--- src/rtl/deflate_table_loader.sv ---
// Expands a DEFLATE dynamic-block code-length symbol stream into per-index writes for the
// literal/length and distance table builders, zero-fills the unused tail, then runs both builders.
module deflate_table_loader #(
  parameter int unsigned LIT_CODES  = 288,
  parameter int unsigned DIST_CODES = 32
) (
  input  logic       clk,
  input  logic       rstn,
  input  logic       start,
  input  logic [4:0] hlit,
  input  logic [4:0] hdist,
  input  logic       sym_valid,
  output logic       sym_ready,
  input  logic [4:0] sym,
  input  logic [6:0] sym_extra,
  output logic       bld_istart,
  output logic       lit_wren,
  output logic       dist_wren,
  output logic [8:0] wraddr,
  output logic [4:0] wrdata,
  output logic       lit_run,
  output logic       dist_run,
  input  logic       lit_done,
  input  logic       dist_done,
  output logic       tables_ready,
  output logic       err
);

  typedef enum logic [2:0] {
    StIdle, StClear, StLoad, StRepeat, StFill, StBuild, StReady, StError
  } state_e;

  localparam logic [8:0] LitMax  = 9'(LIT_CODES);
  localparam logic [8:0] DistMax = 9'(DIST_CODES);

  state_e     state_q, state_d;
  logic [8:0] nl_q, nl_d, nd_q, nd_d, n_q, n_d, i_q, i_d, fill_q, fill_d;
  logic       fill_dist_q, fill_dist_d;
  logic [3:0] prev_q, prev_d, rep_val_q, rep_val_d;
  logic [7:0] rep_q, rep_d;
  logic       lit_done_q, lit_done_d, dist_done_q, dist_done_d;
  logic       lit_wren_d, dist_wren_d;
  logic [8:0] wraddr_d;
  logic [4:0] wrdata_d;

  logic       wr_en;
  logic [3:0] wr_val;
  logic [7:0] rep_len;
  logic [9:0] rep_end;
  logic [3:0] rep_sel;
  logic       in_lit;
  logic [8:0] idx_addr;

  always_comb begin
    case (sym)
      5'd16:   rep_len = 8'd3 + {6'd0, sym_extra[1:0]};
      5'd17:   rep_len = 8'd3 + {5'd0, sym_extra[2:0]};
      default: rep_len = 8'd11 + {1'b0, sym_extra};
    endcase
  end

  // 10-bit sum so a long run near the end of the stream cannot wrap past N.
  assign rep_end  = {1'b0, i_q} + {2'b00, rep_len};
  assign rep_sel  = (sym == 5'd16) ? prev_q : 4'd0;
  assign in_lit   = i_q < nl_q;
  assign idx_addr = in_lit ? i_q : i_q - nl_q;

  always_comb begin
    state_d     = state_q;
    nl_d        = nl_q;
    nd_d        = nd_q;
    n_d         = n_q;
    i_d         = i_q;
    prev_d      = prev_q;
    rep_d       = rep_q;
    rep_val_d   = rep_val_q;
    fill_d      = fill_q;
    fill_dist_d = fill_dist_q;
    lit_done_d  = lit_done_q;
    dist_done_d = dist_done_q;
    wr_en       = 1'b0;
    wr_val      = 4'd0;
    lit_wren_d  = 1'b0;
    dist_wren_d = 1'b0;
    wraddr_d    = 9'd0;
    wrdata_d    = 5'd0;

    if (start) begin
      nl_d        = 9'd257 + {4'd0, hlit};
      nd_d        = {4'd0, hdist} + 9'd1;
      n_d         = nl_d + nd_d;
      i_d         = 9'd0;
      prev_d      = 4'd0;
      rep_d       = 8'd0;
      lit_done_d  = 1'b0;
      dist_done_d = 1'b0;
      state_d     = StClear;
    end else begin
      case (state_q)
        StClear: state_d = StLoad;
        StLoad: begin
          if (sym_valid) begin
            if (sym > 5'd18 || (sym == 5'd16 && i_q == 9'd0) ||
                (sym >= 5'd16 && rep_end > {1'b0, n_q})) begin
              state_d = StError;
            end else if (sym < 5'd16) begin
              wr_en  = 1'b1;
              wr_val = sym[3:0];
              prev_d = sym[3:0];
              i_d    = i_q + 9'd1;
              if (i_q + 9'd1 == n_q) begin
                state_d     = StFill;
                fill_d      = nl_q;
                fill_dist_d = 1'b0;
              end
            end else begin
              wr_en     = 1'b1;
              wr_val    = rep_sel;
              prev_d    = rep_sel;
              rep_val_d = rep_sel;
              rep_d     = rep_len - 8'd1;
              i_d       = i_q + 9'd1;
              state_d   = StRepeat;
            end
          end
        end
        StRepeat: begin
          // One idle REPEAT cycle after the last write keeps sym_ready low until t+R+1.
          if (rep_q != 8'd0) begin
            wr_en  = 1'b1;
            wr_val = rep_val_q;
            i_d    = i_q + 9'd1;
            rep_d  = rep_q - 8'd1;
          end else if (i_q == n_q) begin
            state_d     = StFill;
            fill_d      = nl_q;
            fill_dist_d = 1'b0;
          end else begin
            state_d = StLoad;
          end
        end
        StFill: begin
          if (!fill_dist_q && fill_q < LitMax) begin
            lit_wren_d = 1'b1;
            wraddr_d   = fill_q;
            fill_d     = fill_q + 9'd1;
          end else if (!fill_dist_q && nd_q < DistMax) begin
            dist_wren_d = 1'b1;
            wraddr_d    = nd_q;
            fill_d      = nd_q + 9'd1;
            fill_dist_d = 1'b1;
          end else if (fill_dist_q && fill_q < DistMax) begin
            dist_wren_d = 1'b1;
            wraddr_d    = fill_q;
            fill_d      = fill_q + 9'd1;
          end else begin
            state_d = StBuild;
          end
        end
        StBuild: begin
          lit_done_d  = lit_done_q | lit_done;
          dist_done_d = dist_done_q | dist_done;
          if (lit_done_d && dist_done_d) state_d = StReady;
        end
        default: ;
      endcase

      if (wr_en) begin
        lit_wren_d  = in_lit;
        dist_wren_d = !in_lit;
        wraddr_d    = idx_addr;
        wrdata_d    = {1'b0, wr_val};
      end
    end
  end

  always_ff @(posedge clk or negedge rstn) begin
    if (!rstn) begin
      state_q      <= StIdle;
      nl_q         <= 9'd0;
      nd_q         <= 9'd0;
      n_q          <= 9'd0;
      i_q          <= 9'd0;
      prev_q       <= 4'd0;
      rep_q        <= 8'd0;
      rep_val_q    <= 4'd0;
      fill_q       <= 9'd0;
      fill_dist_q  <= 1'b0;
      lit_done_q   <= 1'b0;
      dist_done_q  <= 1'b0;
      sym_ready    <= 1'b0;
      bld_istart   <= 1'b0;
      lit_wren     <= 1'b0;
      dist_wren    <= 1'b0;
      wraddr       <= 9'd0;
      wrdata       <= 5'd0;
      lit_run      <= 1'b0;
      dist_run     <= 1'b0;
      tables_ready <= 1'b0;
      err          <= 1'b0;
    end else begin
      state_q      <= state_d;
      nl_q         <= nl_d;
      nd_q         <= nd_d;
      n_q          <= n_d;
      i_q          <= i_d;
      prev_q       <= prev_d;
      rep_q        <= rep_d;
      rep_val_q    <= rep_val_d;
      fill_q       <= fill_d;
      fill_dist_q  <= fill_dist_d;
      lit_done_q   <= lit_done_d;
      dist_done_q  <= dist_done_d;
      sym_ready    <= state_d == StLoad;
      bld_istart   <= state_d == StClear;
      lit_wren     <= lit_wren_d;
      dist_wren    <= dist_wren_d;
      wraddr       <= wraddr_d;
      wrdata       <= wrdata_d;
      lit_run      <= state_d == StBuild || state_d == StReady;
      dist_run     <= state_d == StBuild || state_d == StReady;
      tables_ready <= state_d == StReady;
      err          <= state_d == StError;
    end
  end

endmodule
--- config.mk ---
export PLATFORM = sky130hd
export DESIGN_NAME = deflate_table_loader
export DESIGN_NICKNAME = d
export VERILOG_FILES = /design/src/rtl/deflate_table_loader.sv
export SDC_FILE = /design/constraint.sdc
export NUM_CORES = 1
export LEC_CHECK = 0
export BUFFER_PORTS_ARGS = -buffer_cell sky130_fd_sc_hd__buf_4
export CORE_MARGIN = 2
export CORE_UTILIZATION = 45
export CTS_CLUSTER_SIZE = 25
export DETAILED_ROUTE_END_ITERATION = 16
export PLACE_DENSITY = 0.69
export SLEW_MARGIN = 20
export SYNTH_ARGS = -nofsm -noshare
export SYNTH_HDL_FRONTEND = slang
export SYNTH_SLANG_ARGS = --single-unit
--- constraint.sdc ---
create_clock -name clk -period 10.9 [get_ports clk]
set_input_delay 1.635 -clock clk [delete_from_list [all_inputs] [get_ports clk]]
set_output_delay 1.635 -clock clk [all_outputs]
set_load 0.01 [all_outputs]
==> results of run 1 <==
## where the power goes
part | leakage (nW) | internal, mW | switching (mW)
clock network | 0.147 | 0.179 | 0.128
logic | 1.83 | 0.0844 | 0.112
registers | 1.05 | 0.320 | 0.0294
total | 3.03 | 0.583 | 0.270
## layout by cell type (no fill, tap or decap), types with 6 or more instances in the layout
cell type   n
a211oi_1   11
a21o_1      8
a21oi_1    41
a22oi_1     6
a31oi_1     8
and3_1     19
buf_4      49
clkbuf_16   9
dfrtp_1    80
ha_1       38
inv_1      38
mux2_2      6
mux2i_1    19
nand2_1    54
nand2b_1   14
nand3_1    29
nor2_1     70
nor2b_1     7
nor3_1     10
o21a_1      6
o21ai_0    34
o22ai_1     7
xnor2_1    33
xor2_1     23
## through the flow
step | utilization | total power [mW] | std cells | cell area [µm²]
6_report | 0.520 | 0.853 | 872 | 6500
5_1_grt | 0.520 | 0.895 | 872 | 6500
4_1_cts | 0.519 | 0.852 | 872 | 6490
3_5_place_dp | 0.495 | 0.547 | 856 | 6200
3_3_place_gp | 0.495 | 0.539 | 856 | 6200
2_1_floorplan | - | 0.485 | 664 | 5730
## tightest hold or removal path: cells and delay by family, from the launching register on
family          cells  cell delay (ns)
flops               1             0.35
simple gates        1             0.08
compound gates      1             0.04
## sequential cells by signal, indices dropped and copies added (netlist names)
register,count
n_q,7
sym_ready,1
fill_dist_q,1
rep_val_q,4
dist_run,1
dist_wren,1
lit_done_q,1
dist_done_q,1
wraddr,9
state_q,3
nl_q,7
i_q,9
lit_wren,1
tables_ready,1
rep_q,8
err,1
bld_istart,1
nd_q,6
wrdata,4
fill_q,9
prev_q,4
## final cells by class
cell class              instances  area (µm²)  area share
repair buffers                 50         379      0.0583
flip-flops and latches         80        2000       0.308
clock buffers                  10         229      0.0352
clock inverters                 6        66.3      0.0102
multi-input cells             516        3470       0.534
inverters                      38         143      0.0219
well taps                     172         215      0.0331
## worst paths after layout
check                                    end  slack (ns)  cells after the start
worst max-delay path            rep_val_q[1]        4.52                     21
worst min-delay path             dist_done_q        0.51                      2
worst max register to register  rep_val_q[1]        6.32                     17
worst min register to register   dist_done_q        0.51                      2
max in group asynchronous          wrdata[3]        9.07                      1
min in group asynchronous            nd_q[1]        1.33                      1
## per-layer routing
layer / wire length [µm] / part of all wire / track usage
met1: 6300 / 0.43 / 0.294
met2: 7180 / 0.49 / 0.376
met3: 942 / 0.064 / 0.0340
met4: 281 / 0.019 / 0.0769
met5: 0 / 0 / 0
## cells by family (layout without fill, tap and decap cells)
| kind of cell | count (synthesis) | in the layout | share of synthesized area |
|---|---|---|---|
| compound gates | 154 | 154 | 0.172 |
| xor+xnor | 56 | 56 | 0.0857 |
| fa+ha+maj | 43 | 43 | 0.0970 |
| buf+inv | 68 | 104 | 0.0463 |
| flops | 80 | 80 | 0.350 |
| mux | 25 | 25 | 0.0450 |
| other cells | 1 | 1 | 0.000655 |
| simple gates | 237 | 237 | 0.204 |
==> flow_metrics.py, run 1 <==
metrics = {
    "layout": {
        "antennaDiodeCount": 0,
        "final_nets": 764,
        "synthToLayoutAreaGrowth_pct": 13.6,
        "drive_gt1_frac": 0.116,
        "fillers": 1185,
    },
    "placement": {
        "hpwl_mm": 10.9,
        "post-place-ws_ns": 4.28,
        "gp_congestion": 0.956,
        "port_buffers": 48,
    },
    "sta": {
        "max_slew.worst_pin.slew_ns": 0.740,
        "hold_viol_final": 0,
        "relSlewSlack": 0.505,
        "rsz0062_at_grt": "false",
        "setup_viol": 0,
        "fin_setup_tns_ns": 0,
        "period_share": 0.585,
        "setup_slack_ns": 4.52,
        "finalClockSkew_ns": 0.0107,
        "fmax_ghz": 0.157,
        "fin_crit_ns": 6.38,
        "holdWs_ns": 0.510,
        "maxSlewViolCount": 0,
    },
    "yosys": {
        "synth-edff-count": 0,
        "synthFlopType": "dfrtp_1",
        "synthCells": 664,
        "synthMostInstantiatedCell": "dfrtp_1",
        "yosysTopAreaCellShare": 0.350,
        "yosysSeqAreaShare": 0.350,
        "ys_warn_count": 0,
        "synthTopCellsByArea": "dfrtp_1 (35%), ha_1 (8.3%), xnor2_1 (5.0%), nor2_1 (4.6%), a21oi_1 (3.6%)",
        "yosys.area.top_type": "dfrtp_1",
        "async_flop_share": 1.00,
        "synth_commonest_cells": "dfrtp_1 (80), nor2_1 (70), nand2_1 (54)",
        "yosysUniqueCellTypes": 61,
        "synthesis.nets": 733,
        "syn-mean-instance-area_um2": 8.62,
        "ys_seq_elements": 80,
        "syn-cell-area_um2": 5730,
    },
    "worst_setup_path": {
        "r2r-start": "i_q[0]",
        "crit_path_max_incr_delay_ns": 0.42,
        "worstPathMaxFanout": 16,
        "arrival_ns": 6.63,
        "required_ns": 11.15,
        "cp_common_cell": "a21oi_1",
        "cp_slowest_cell": "or3b_1",
        "start_kind": "input pin",
        "crit_start": "sym[4]",
        "critical-path-top-delay-family": "simple AND/OR/NAND/NOR gates",
        "timing.critical_path.buf_inv": 1,
        "worstPathCellList": "buf_4, or3b_1, nor3_1, nand2b_1, xor2_1, ha_1, a21o_1, a21oi_1, o21bai_1, a21oi_1, o21bai_1, a21oi_1, xnor2_1, ha_1, nor2_1, nand3_1, o221ai_1, nand3_1, a21oi_1, and3_1, mux2i_1",
        "worstSetupPathType": "input pin to register",
        "cp-end-kind": "register",
    },
    "floorplan": {
        "num_rows": 41,
        "core_area_um2": 12500,
        "io-pin-count": 50,
        "initial_core_util": 0.457,
        "die_h_um": 117,
        "fp.dieW_um": 117,
        "dieArea_um2": 13600,
    },
    "global_routing": {
        "grt_overflow": 0,
        "grt_pass1_vias": 4855,
        "grt_usage": 0.223,
        "grt_pass1_wl_mm": 23.9,
        "antenna_found_initial": 0,
        "grt_max_degree": 81,
    },
    "clock_tree": {
        "hold_buffers": 0,
        "cts_setup_buffers": 0,
        "cts_buffers": 9,
        "clockBufferDepth": 2,
        "cts_tree": "yes",
        "clock_latency_ns": 0.34,
        "cts.sinks": 80,
        "cts_resized": 0,
        "cts-root-buf": "clkbuf_16",
        "path_clk_slew_ns": 0.05,
        "htreeDepth": 3,
    },
    "detailed_routing": {
        "num_vias": 5025,
        "drc": 0,
        "postRouteAntennaNets": 0,
        "detail_route.first_pass.iterations": 5,
        "vias_per_cell": 5.76,
        "drt_wl_total_mm": 14.7,
        "wl_per_cell_um": 16.9,
        "drtIter0Drc": 454,
    },
    "power": {
        "cellPowerDensity_nw_per_um2": 131,
        "peakVddDrop_mv": 0.0725,
        "p_leak_nw": 3.03,
    },
    "outcome": {
        "status": "completed",
    },
    "worst_hold_path": {
        "min_from": "dist_done_q",
        "min_path_type": "register to register",
    },
    "run": {
        "cap_violations": 0,
    },
}
Power figures use the tool's default switching activity.
==> inputs of run 2 (changes only) <==
Settings changed: PLACE_DENSITY 0.69 to 0.71.
Clock period 10.9 ns to 5.2 ns, I/O delays scaled along.
==> flow_metrics.py, run 2 (synthesized netlist as in run 1, its figures left out) <==
metrics = {
    "outcome": {
        "status": "completed",
    },
    "detailed_routing": {
        "detail_route.first_pass.iterations": 6,
        "num_vias": 5044,
        "postRouteAntennaNets": 0,
        "drtIter0Drc": 508,
        "drc": 0,
        "wl_per_cell_um": 17.0,
        "drt_wl_total_mm": 14.9,
        "vias_per_cell": 5.74,
    },
    "sta": {
        "finalClockSkew_ns": 0.00366,
        "setup_viol": 0,
        "fin_crit_ns": 4.93,
        "hold_viol_final": 0,
        "holdWs_ns": 0.451,
        "fmax_ghz": 0.203,
        "period_share": 0.948,
        "relSlewSlack": 0.340,
        "max_slew.worst_pin.slew_ns": 0.986,
        "maxSlewViolCount": 0,
    },
    "placement": {
        "hpwl_mm": 11.1,
        "gp_congestion": 0.900,
        "port_buffers": 48,
    },
    "clock_tree": {
        "cts-root-buf": "clkbuf_16",
        "cts_tree": "yes",
        "path_clk_slew_ns": 0.06,
        "cts_setup_buffers": 0,
        "htreeDepth": 3,
        "cts_buffers": 9,
        "cts.sinks": 80,
        "clock_latency_ns": 0.34,
        "clockBufferDepth": 2,
    },
    "layout": {
        "reg.largest.list": "fill_q: 9 flops, i_q: 9 flops, wraddr: 9 flops",
        "fillers": 1188,
        "antennaDiodeCount": 0,
        "drive_gt1_frac": 0.130,
        "synthToLayoutAreaGrowth_pct": 14.9,
        "final_nets": 771,
        "mostFrequentLayoutCells": "dfrtp_1 (80), nor2_1 (70), buf_4 (56)",
        "fin_util": 0.525,
        "final_common_cell": "dfrtp_1",
    },
    "power": {
        "clkPwrFrac": 0.356,
        "pwr-share-seq": 0.409,
        "peakVddDrop_mv": 0.160,
        "swShare": 0.312,
        "internal-power_mw": 1.23,
        "pwr-share-comb": 0.235,
        "cellPowerDensity_nw_per_um2": 272,
        "p_leak_nw": 3.06,
        "finalPower_mw": 1.79,
        "power_switching_mw": 0.558,
    },
    "global_routing": {
        "grt_usage": 0.230,
        "grt_pass1_wl_mm": 24.4,
        "antenna_found_initial": 0,
        "grt_overflow": 0,
        "grt_pass1_vias": 4899,
        "grt_max_degree": 81,
    },
    "worst_setup_path": {
        "critical-path-top-delay-family": "compound AO/OA/AOI/OAI gates",
        "timing.critical_path.buf_inv": 1,
        "arrival_ns": 5.20,
        "worstPathCellList": "buf_4, or3b_1, nor3_1, nand2b_1, xor2_1, ha_1, a21o_1, a21oi_1, o21bai_1, a21oi_2, o21bai_1, a21oi_1, xnor2_1, ha_1, a211oi_1, nand4_1, a21oi_2, and3_1, a31oi_2, or4_1, a31oi_1",
        "worstPathMaxFanout": 4,
        "worstSetupPathType": "input pin to register",
        "cp-end-kind": "register",
        "required_ns": 5.46,
        "crit_path_max_incr_delay_ns": 0.52,
        "cp_slowest_cell": "or4_1",
        "start_kind": "input pin",
    },
    "floorplan": {
        "core_area_um2": 12500,
        "num_rows": 41,
        "die_h_um": 117,
        "fp.dieW_um": 117,
        "io-pin-count": 50,
        "initial_core_util": 0.457,
        "dieArea_um2": 13600,
    },
    "run": {
        "cap_violations": 0,
    },
    "worst_hold_path": {
        "min_path_type": "input pin to asynchronous set/reset pin",
    },
}
-- run 2: cell types whose count changed in the layout (fill, tap and decap cells not counted), sizes merged --
cell,previous run,this run
buf,50,57
inv,40,39
clkinvlp,0,1
clkinv,3,2
-- run 2: worst register-to-register path: stages (launching register included) --
cell and delay [ns]:
dfrtp_1 0.50, ha_1 0.28, fa_1 0.42, a21o_1 0.18, a21oi_1 0.22, o21bai_1 0.14, a21oi_2 0.21, o21bai_1 0.08
a21oi_1 0.18, xnor2_1 0.09, ha_1 0.22, a211oi_1 0.26, nand4_1 0.18, a21oi_2 0.23, and3_1 0.20, a31oi_2 0.11
or4_1 0.52, a31oi_1 0.18
-- run 2: metrics by stage --
| stage | cells | setup WS (ns) | setup TNS [ns] | instance area (µm²) |
|---|---|---|---|---|
| 2_1_floorplan | 664 | 0.187 | 0 | 5730 |
| 4_1_cts | 878 | 0.290 | 0 | 6550 |
| 3_5_place_dp | 863 | -0.0218 | -0.0545 | 6260 |
| 5_1_grt | 878 | -0.0581 | -0.0581 | 6580 |
| 6_report | 878 | 0.268 | 0 | 6580 |
| 3_3_place_gp | 863 | 0.141 | 0 | 6250 |
-- run 2: layout make-up --
type | instances | area, µm² | share of cell area
clock buffers | 10 | 239 | 0.0363
well taps | 172 | 215 | 0.0327
clock inverters | 5 | 56.3 | 0.00856
inverters | 38 | 143 | 0.0217
repair buffers | 57 | 432 | 0.0656
flip-flops and latches | 80 | 2000 | 0.304
multi-input cells | 516 | 3490 | 0.531
-- run 2: worst paths after layout --
check | slack (ns) | startpoint | cells after the start | to
max | 0.27 | sym[3] | 21 | rep_q[7]
min | 0.45 | rstn | 1 | nd_q[4]
max reg2reg | 0.93 | i_q[0] | 17 | rep_q[7]
min reg2reg | 0.51 | dist_done_q | 2 | dist_done_q
max in group asynchronous | 4.22 | rstn | 1 | lit_wren
min in group clk | 0.51 | dist_done_q | 2 | dist_done_q
-- run 2: metal layers --
layer | wire length [µm] | vias up | GRT usage | part of all wire
li1 | - | 2413 | - | -
met4 | 350 | 0 | 0.0902 | 0.024
met3 | 913 | 38 | 0.0314 | 0.061
met2 | 6870 | 184 | 0.365 | 0.46
met1 | 6750 | 2409 | 0.321 | 0.45
met5 | 0 | - | 0 | 0
-- run 2: power groups by stage --
stage               clock network [mW]  registers, mW  logic [mW]
floorplan                            0          0.717       0.300
finish                           0.638          0.732       0.421
global route                     0.675          0.739       0.471
detailed placement                   0          0.742       0.410
global placement                     0          0.740       0.399
CTS                              0.644          0.731       0.416
-- run 2: repair_timing --
item	in CTS	in global routing
resized for setup	0	4
endpoints found under the setup margin	0	19
hold buffers	0	0
==> inputs of run 3 (changes only) <==
Settings changed: PLACE_DENSITY 0.71 to 0.69.
Clock period 5.2 ns to 6.2 ns, I/O delays scaled along.
==> flow_metrics.py, run 3 (synthesized netlist as in run 1, its figures left out) <==
metrics = {
    "clock_tree": {
        "htreeDepth": 3,
        "cts_setup_buffers": 0,
        "hold_buffers": 0,
        "path_clk_slew_ns": 0.06,
        "cts.sinks": 80,
        "clockBufferDepth": 2,
        "cts_resized": 0,
        "cts_buffers": 9,
        "clock_latency_ns": 0.34,
        "cts_tree": "yes",
        "cts-root-buf": "clkbuf_16",
    },
    "sta": {
        "finalClockSkew_ns": 0.00638,
        "rsz0062_at_grt": "false",
        "holdWs_ns": 0.504,
        "maxSlewViolCount": 0,
        "fmax_ghz": 0.177,
        "period_share": 0.914,
        "max_slew.worst_pin.slew_ns": 0.745,
        "hold_viol_final": 0,
        "setup_viol": 0,
        "setup_slack_ns": 0.536,
        "fin_setup_tns_ns": 0,
        "fin_crit_ns": 5.66,
        "relSlewSlack": 0.502,
    },
    "power": {
        "finalPower_mw": 1.47,
        "peakVddDrop_mv": 0.131,
        "p_leak_nw": 3.03,
        "cellPowerDensity_nw_per_um2": 225,
    },
    "global_routing": {
        "antenna_found_initial": 0,
        "grt_overflow": 0,
        "grt_pass1_wl_mm": 23.9,
        "grt_pass1_vias": 4837,
        "grt_max_degree": 81,
        "grt_usage": 0.224,
    },
    "layout": {
        "final_nets": 766,
        "final_common_cell": "dfrtp_1",
        "fin_util": 0.520,
        "antennaDiodeCount": 0,
        "ff_latch_area_um2": 2000,
        "fillers": 1169,
        "mostFrequentLayoutCells": "dfrtp_1 (80), nor2_1 (70), nand2_1 (54)",
        "drive_gt1_frac": 0.118,
        "synthToLayoutAreaGrowth_pct": 13.7,
        "reg.largest.list": "fill_q: 9 flops, i_q: 9 flops, wraddr: 9 flops",
        "multiInputGateArea_um2": 3470,
    },
    "worst_hold_path": {
        "min_path_type": "register to register",
        "hold_depth": 2,
    },
    "floorplan": {
        "io-pin-count": 50,
        "initial_core_util": 0.457,
        "core_area_um2": 12500,
        "num_rows": 41,
        "dieArea_um2": 13600,
        "fp.dieW_um": 117,
        "die_h_um": 117,
    },
    "outcome": {
        "status": "completed",
    },
    "run": {
        "cap_violations": 0,
    },
    "worst_setup_path": {
        "ff2ff_path_depth": 17,
        "worstPathMaxFanout": 16,
        "worstSetupPathType": "input pin to register",
        "start_kind": "input pin",
        "arrival_ns": 5.92,
        "cp-end-kind": "register",
        "required_ns": 6.46,
    },
    "placement": {
        "gp_congestion": 0.949,
        "hpwl_mm": 10.8,
        "post-place-ws_ns": 0.284,
        "port_buffers": 48,
    },
    "detailed_routing": {
        "postRouteAntennaNets": 0,
        "drc": 0,
        "vias_per_cell": 5.67,
        "drtIter0Drc": 516,
        "wl_per_cell_um": 16.7,
        "detail_route.first_pass.iterations": 5,
        "num_vias": 4959,
        "drt_wl_total_mm": 14.6,
    },
}
==> run 3: cell types whose count changed in the layout (fill, tap and decap cells not counted), sizes merged <==
cell      delta
inv          -1
clkinvlp     +1
clkbuf       +2
buf          -5
bufinv       -1
==> run 3: worst paths after layout <==
path	startpoint	end	slack, ns
worst min-delay path	lit_done_q	lit_done_q	0.50
worst max register to register	i_q[0]	rep_val_q[0]	1.60
min in group asynchronous	rstn	nd_q[3]	0.63
max in group asynchronous	rstn	i_q[7]	5.08
worst min register to register	lit_done_q	lit_done_q	0.50
worst max-delay path	sym[4]	rep_val_q[0]	0.54
==> run 3: worst max-delay path, stage by stage <==
cell      delay [ns]
buf_4           0.17
or3b_1          0.42
nor3_1          0.40
nand2b_1        0.19
xor2_1          0.20
ha_1            0.28
a21o_1          0.18
a21oi_1         0.22
o21bai_1        0.10
a21oi_1         0.24
o21bai_1        0.09
a21oi_1         0.17
xnor2_1         0.16
ha_1            0.28
nor2_1          0.17
nand3_1         0.10
o221ai_1        0.30
nand3_1         0.34
a21oi_1         0.40
and3_1          0.35
mux2i_1         0.23
==> run 3: final cells by class <==
type / instances / share of cell area
clock inverter: 4 / 0.00442
tap: 172 / 0.0331
sequential: 80 / 0.308
inverter: 38 / 0.0219
clock buffer: 12 / 0.0394
timing repair buffer: 52 / 0.0605
multi-input combinational: 516 / 0.533
==> run 3: power breakdown <==
group,switching (mW),internal (mW)
clock,0.214,0.293
sequential,0.0528,0.562
combinational,0.196,0.149
total,0.463,1.00
==> run 3: per-layer routing <==
metal / global-route usage / wire (µm) / vias up
li1: - / - / 2401
met1: 0.304 / 6510 / 2367
met2: 0.370 / 7010 / 166
met3: 0.0288 / 818 / 25
met4: 0.0745 / 252 / 0
met5: 0 / 0 / -
==> run 3: through the flow <==
stage	std cells	instance area, µm²
floorplan	664	5730
global placement	858	6210
detailed placement	858	6220
CTS	874	6510
global route	874	6510
finish	874	6510
